--- src/rtl/bf_pkg.sv ---
// Shared definitions for the bit-flipping decoder control path: FSM state
// encoding and default widths common with the syndrome-weight adder.
package bf_pkg;

    localparam int BF_SUM_BITS  = 8;
    localparam int BF_ITER_BITS = 5;

    typedef enum logic [1:0] {
        ST_IDLE    = 2'd0,
        ST_WAIT_WT = 2'd1,
        ST_FLIP    = 2'd2,
        ST_FIN     = 2'd3
    } bf_state_e;

endpackage

--- src/rtl/bf_stall_mon.sv ---
// Stall monitor: counts consecutive syndrome-weight samples that fail to beat
// the best weight so far and flags when the run length reaches STALL_LIMIT.
module bf_stall_mon
    import bf_pkg::*;
#(
    parameter int SUM_BITS    = BF_SUM_BITS,
    parameter int STALL_LIMIT = 3
) (
    input  logic                i_clk,
    input  logic                i_rst,
    input  logic                i_clr,
    input  logic                i_sample,
    input  logic [SUM_BITS-1:0] i_wt,
    input  logic [SUM_BITS-1:0] i_best_wt,
    output logic                o_hit
);

    localparam int CW = $clog2(STALL_LIMIT + 1);

    logic [CW-1:0] r_cnt;
    logic          w_nonimp;
    logic [CW:0]   w_cnt_inc;

    // i_best_wt is the value before this sample's min-update, so equality counts as no progress
    assign w_nonimp  = (i_wt >= i_best_wt);
    assign w_cnt_inc = {1'b0, r_cnt} + {{CW{1'b0}}, 1'b1};
    assign o_hit     = i_sample && w_nonimp && (w_cnt_inc >= (CW + 1)'(STALL_LIMIT));

    // Run-length counter of non-improving samples, cleared on new codeword
    always_ff @(posedge i_clk) begin
        if (i_rst) begin
            r_cnt <= {CW{1'b0}};
        end else if (i_clr) begin
            r_cnt <= {CW{1'b0}};
        end else if (i_sample) begin
            r_cnt <= w_nonimp ? w_cnt_inc[CW-1:0] : {CW{1'b0}};
        end else begin
            r_cnt <= r_cnt;
        end
    end

endmodule

--- src/rtl/bf_term_ctrl.sv ---
// Iteration/termination controller for the bit-flipping LDPC decoder.
// Optional early stop on stalled progress is built when BF_STALL_DETECT_EN is defined.
module bf_term_ctrl
    import bf_pkg::*;
#(
    parameter int SUM_BITS    = BF_SUM_BITS,
    parameter int MAX_ITER    = 20,
    parameter int ITER_BITS   = BF_ITER_BITS,
    parameter int STALL_LIMIT = 3
) (
    input  logic                 clk,
    input  logic                 rst,
    input  logic                 start,
    input  logic                 wt_valid,
    input  logic [SUM_BITS-1:0]  wt,
    output logic                 flip_req,
    input  logic                 flip_ack,
    output logic                 busy,
    output logic                 done,
    output logic                 success,
    output logic                 stall,
    output logic [ITER_BITS-1:0] iter_cnt,
    output logic [SUM_BITS-1:0]  best_wt
);

    bf_state_e            r_state;
    logic                 r_flip_req;
    logic                 r_busy;
    logic                 r_done;
    logic                 r_success;
    logic [ITER_BITS-1:0] r_iter_cnt;
    logic [SUM_BITS-1:0]  r_best_wt;
    logic                 w_start_acc;
    logic                 w_sample;
    logic [SUM_BITS-1:0]  w_min_wt;

    assign w_start_acc = (r_state == ST_IDLE) && start;
    assign w_sample    = (r_state == ST_WAIT_WT) && wt_valid;
    assign w_min_wt    = (wt < r_best_wt) ? wt : r_best_wt;

`ifdef BF_STALL_DETECT_EN
    logic r_stall;
    logic w_stall_hit;

    bf_stall_mon #(
        .SUM_BITS    (SUM_BITS),
        .STALL_LIMIT (STALL_LIMIT)
    ) u_stall_mon (
        .i_clk     (clk),
        .i_rst     (rst),
        .i_clr     (w_start_acc),
        .i_sample  (w_sample),
        .i_wt      (wt),
        .i_best_wt (r_best_wt),
        .o_hit     (w_stall_hit)
    );

    assign stall = r_stall;
`else
    assign stall = 1'b0;
`endif

    assign flip_req = r_flip_req;
    assign busy     = r_busy;
    assign done     = r_done;
    assign success  = r_success;
    assign iter_cnt = r_iter_cnt;
    assign best_wt  = r_best_wt;

    // Decode sequencing FSM with all status outputs registered
    always_ff @(posedge clk) begin
        if (rst) begin
            r_state    <= ST_IDLE;
            r_flip_req <= 1'b0;
            r_busy     <= 1'b0;
            r_done     <= 1'b0;
            r_success  <= 1'b0;
            r_iter_cnt <= {ITER_BITS{1'b0}};
            r_best_wt  <= {SUM_BITS{1'b1}};
`ifdef BF_STALL_DETECT_EN
            r_stall    <= 1'b0;
`endif
        end else begin
            case (r_state)
                ST_IDLE: begin
                    r_done <= 1'b0;
                    if (w_start_acc) begin
                        r_state    <= ST_WAIT_WT;
                        r_busy     <= 1'b1;
                        r_success  <= 1'b0;
                        r_iter_cnt <= {ITER_BITS{1'b0}};
                        r_best_wt  <= {SUM_BITS{1'b1}};
`ifdef BF_STALL_DETECT_EN
                        r_stall    <= 1'b0;
`endif
                    end else begin
                        r_state <= ST_IDLE;
                    end
                end
                ST_WAIT_WT: begin
                    if (w_sample) begin
                        r_best_wt <= w_min_wt;
                        // Convergence outranks the iteration cap, which outranks stall
                        if (wt == {SUM_BITS{1'b0}}) begin
                            r_state   <= ST_FIN;
                            r_done    <= 1'b1;
                            r_success <= 1'b1;
                        end else if (r_iter_cnt == ITER_BITS'(MAX_ITER)) begin
                            r_state <= ST_FIN;
                            r_done  <= 1'b1;
`ifdef BF_STALL_DETECT_EN
                        end else if (w_stall_hit) begin
                            r_state <= ST_FIN;
                            r_done  <= 1'b1;
                            r_stall <= 1'b1;
`endif
                        end else begin
                            r_state    <= ST_FLIP;
                            r_flip_req <= 1'b1;
                        end
                    end else begin
                        r_state <= ST_WAIT_WT;
                    end
                end
                ST_FLIP: begin
                    if (flip_ack) begin
                        r_state    <= ST_WAIT_WT;
                        r_flip_req <= 1'b0;
                        r_iter_cnt <= r_iter_cnt + {{(ITER_BITS-1){1'b0}}, 1'b1};
                    end else begin
                        r_state <= ST_FLIP;
                    end
                end
                ST_FIN: begin
                    r_state <= ST_IDLE;
                    r_done  <= 1'b0;
                    r_busy  <= 1'b0;
                end
                default: begin
                    r_state    <= ST_IDLE;
                    r_flip_req <= 1'b0;
                    r_busy     <= 1'b0;
                    r_done     <= 1'b0;
                end
            endcase
        end
    end

endmodule
--- config.mk ---
export PLATFORM = sky130hd
export DESIGN_NAME = bf_term_ctrl
export DESIGN_NICKNAME = d
export VERILOG_FILES = /design/src/rtl/bf_pkg.sv /design/src/rtl/bf_stall_mon.sv /design/src/rtl/bf_term_ctrl.sv
export SDC_FILE = /design/constraint.sdc
export NUM_CORES = 1
export LEC_CHECK = 0
export BUFFER_PORTS_ARGS = -buffer_cell sky130_fd_sc_hd__buf_4
export CORE_ASPECT_RATIO = 0.6
export CORE_UTILIZATION = 40
export DETAILED_ROUTE_END_ITERATION = 8
export PLACE_DENSITY = 0.71
export SLEW_MARGIN = 15
export SYNTH_ARGS = -nofsm -noshare
export SYNTH_HDL_FRONTEND = slang
export SYNTH_SLANG_ARGS = --single-unit
--- constraint.sdc ---
create_clock -name clk -period 2.3 [get_ports clk]
set_input_delay 0.46 -clock clk [delete_from_list [all_inputs] [get_ports clk]]
set_output_delay 0.46 -clock clk [all_outputs]
set_load 0.03 [all_outputs]
==> flow_metrics.py <==
metrics = {
    "placement": {
        "io_buffers": 29,
        "hpwlAfterDp_mm": 2.192,
        "dp.cells": 193,
        "place_congestion": 0.9352,
        "post_dp_cell_area_um2": 1349,
    },
    "global_route": {
        "use_met3_pct": 4.988,
        "grt_pass1_wl_mm": 4.353,
        "grt_overflow_total": 0,
        "grt_max_degree": 12,
        "grt_pass1_vias": 941,
        "use_met1_pct": 26.67,
        "grt_usage_pct": 18.55,
        "busiest_layer": "met2",
        "antenna_found_initial": 0,
        "grt_use_met2_pct": 27.69,
    },
    "worst_setup_path": {
        "path_max_fanout": 8,
        "arrival_ns": 2.18,
        "cp-start-kind": "flop",
        "cp-end-kind": "flop",
        "worstSetupPathType": "flop to flop",
        "cp.required_ns": 2.47,
    },
    "timing": {
        "layout_min_cycle_time_ns": 2.015,
        "rsz0062_at_grt": "false",
        "final-hold-violation-count": 0,
        "whs_ns": 0.4282,
        "finalCritPeriodShare_pct": 87.61,
        "slew_violations": 0,
        "setup_tns_ns": 0,
        "skew_ns": 0.002651,
        "fmax_ghz": 0.4962,
        "setup_viol": 0,
        "worst_slew_pin_slew_ns": 0.8362,
        "slew_headroom_pct": 43.82,
    },
    "min_path": {
        "hold_class": "primary input to flop",
    },
    "power": {
        "pwr-share-comb_pct": 18.5,
        "finalPower_mw": 0.6935,
        "intPower_mw": 0.5090,
        "power.switching_mw": 0.1845,
        "pwr-share-seq_pct": 49.4,
        "p_clk_share_pct": 32.1,
        "power_per_cell_area_nw_per_um2": 497.5,
        "max-vdd-ir-drop_mv": 0.3116,
        "power_leakage_nw": 0.6505,
        "power.switching_fraction_pct": 26.61,
    },
    "synthesis": {
        "synth_edf_count": 0,
        "synth_cell_type_count": 33,
        "ys.flop_type": "dfxtp_1",
        "yosysTopAreaCell": "dfxtp_1",
        "avgSynthCellArea_um2": 8.146,
        "synth.top_cell.area_share_pct": 34.08,
        "synthTopCellsByCount": "dfxtp_1, a21oi_1, ha_1, inv_1, o21ai_0",
        "syn-num-nets": 163,
        "synth_seq_cells": 19,
        "synthCells": 137,
        "synthArstFlopShare_pct": 0,
        "syn_area_um2": 1116,
        "synthTopCellsByArea": "dfxtp_1, ha_1, a21oi_1",
        "yosys_warnings": 0,
        "yosysMostFrequentCell": "dfxtp_1",
        "synth_seq_area_share_pct": 34.08,
    },
    "clock_network": {
        "cts_max_path_buffers": 2,
        "cts-root-buf": "clkbuf_8",
        "ctsResizeCount": 0,
        "cts_max_level": 1,
        "numCtsBuffers": 3,
        "clk_pin_slew_ns": 0.06,
        "clkLatencyLatePin_ns": 0.25,
        "cts_sinks": 19,
        "post-cts-setup-buffers": 0,
        "cts_hold_buf": 0,
        "tritoncts": "built",
    },
    "route": {
        "final_antenna_net_count": 0,
        "drt_drc_violations_left": 0,
        "via_per_inst": 5.340,
        "first_pass_iters": 4,
        "wire_per_inst_um": 13.81,
        "first_iter_violations": 76,
        "routed_wl_mm": 2.720,
        "num_vias": 1052,
    },
    "layout": {
        "nNetsFinal": 192,
        "stdcell_count": 197,
        "fin_area_um2": 1394,
        "drive_gt1_share_pct": 20.61,
        "syn_to_final_growth_pct": 24.89,
        "n_antenna_cell": 0,
    },
    "die": {
        "die_height_um": 42.92,
        "core-area_um2": 2575,
        "io_pins": 31,
        "dieWidth_um": 70.20,
        "dieArea_um2": 3012,
        "rows": 14,
        "initial_core_util_pct": 43.34,
    },
    "flow_run": {
        "maxCapViolations": 0,
    },
    "run_status": {
        "outcome": "complete, no violations",
    },
}
## routing by layer
metal  routed length, um  up-vias
met5                   0        -
met4                  32        0
met3                 219        4
met2                1146       41
met1                1321      460
li1                    -      547
## cell type report
cell class,count,area (um2)
multi-input combinational,99,658.1
clock buffer,4,45.04
fill,238,1181
tap,32,40.04
inverter,14,52.55
timing repair buffer,29,217.7
sequential,19,380.4
## per-stage QoR
| stage | utilization (%) | worst slack (ns) |
|---|---|---|
| after CTS | 54.13 | 0.3506 |
| after global routing | 54.13 | 0.1280 |
| final | 54.13 | 0.2849 |
| after global placement | 52.38 | 0.2302 |
| after detailed placement | 52.38 | 0.2107 |
| after floorplan | - | 0.4522 |
## critical path, cell delays in order, from the launching register on
cell and delay (ns):
dfxtp_1 0.38, inv_1 0.07, ha_1 0.34, nand4_1 0.12
nor3_1 0.71, nor4_1 0.11, o21ai_0 0.20
## cells in the final DEF, fill, tap and decap left out, drive strengths merged, types with 2 or more instances in the layout
master	instances
nor2	7
nor3	3
a21oi	15
nand3	4
xor2	3
inv	13
nand4	4
a31oi	3
a211oi	2
clkbuf	4
nor4	7
nand2	8
nand2b	5
dfxtp	19
or4	3
o21ai	10
buf	29
or3	2
ha	13
## sequential cells by signal, indices dropped and copies added (netlist names)
name      count
best_wt       8
iter_cnt      5
r_state       2
busy          1
done          1
flip_req      1
success       1
## cell families (layout without fill, tap and decap cells)
group	count (synthesis)	in the layout	share of synthesized area (%)
other	1	1	0.3360
flip-flops	19	19	34.08
AO/OA/AOI/OAI	36	36	19.51
adder cells (fa/ha/maj)	13	13	14.57
XOR/XNOR	3	3	2.355
AND/OR/NAND/NOR	46	46	22.20
buffers and inverters	19	47	6.950
## power groups by stage
stage / combinational [mW] / sequential [mW] / clock, mW
6_report: 0.128 / 0.343 / 0.223
5_1_grt: 0.139 / 0.343 / 0.247
4_1_cts: 0.126 / 0.342 / 0.233
3_5_place_dp: 0.125 / 0.350 / 0
3_3_place_gp: 0.122 / 0.349 / 0
2_1_floorplan: 0.0684 / 0.360 / 0
## final timing paths
kind | from | end | slack, ns | depth (start not counted)
setup / recovery | best_wt[7]$_SDFFE_PP1P_ | best_wt[4]$_SDFFE_PP1P_ | 0.28 | 6
hold / removal | flip_ack | flip_req$_SDFFE_PP0P_ | 0.43 | 2
setup reg to reg | best_wt[7]$_SDFFE_PP1P_ | best_wt[4]$_SDFFE_PP1P_ | 0.28 | 6
hold reg to reg | done$_SDFFE_PP0P_ | done$_SDFFE_PP0P_ | 0.47 | 2
Power figures use the tool's default switching activity.
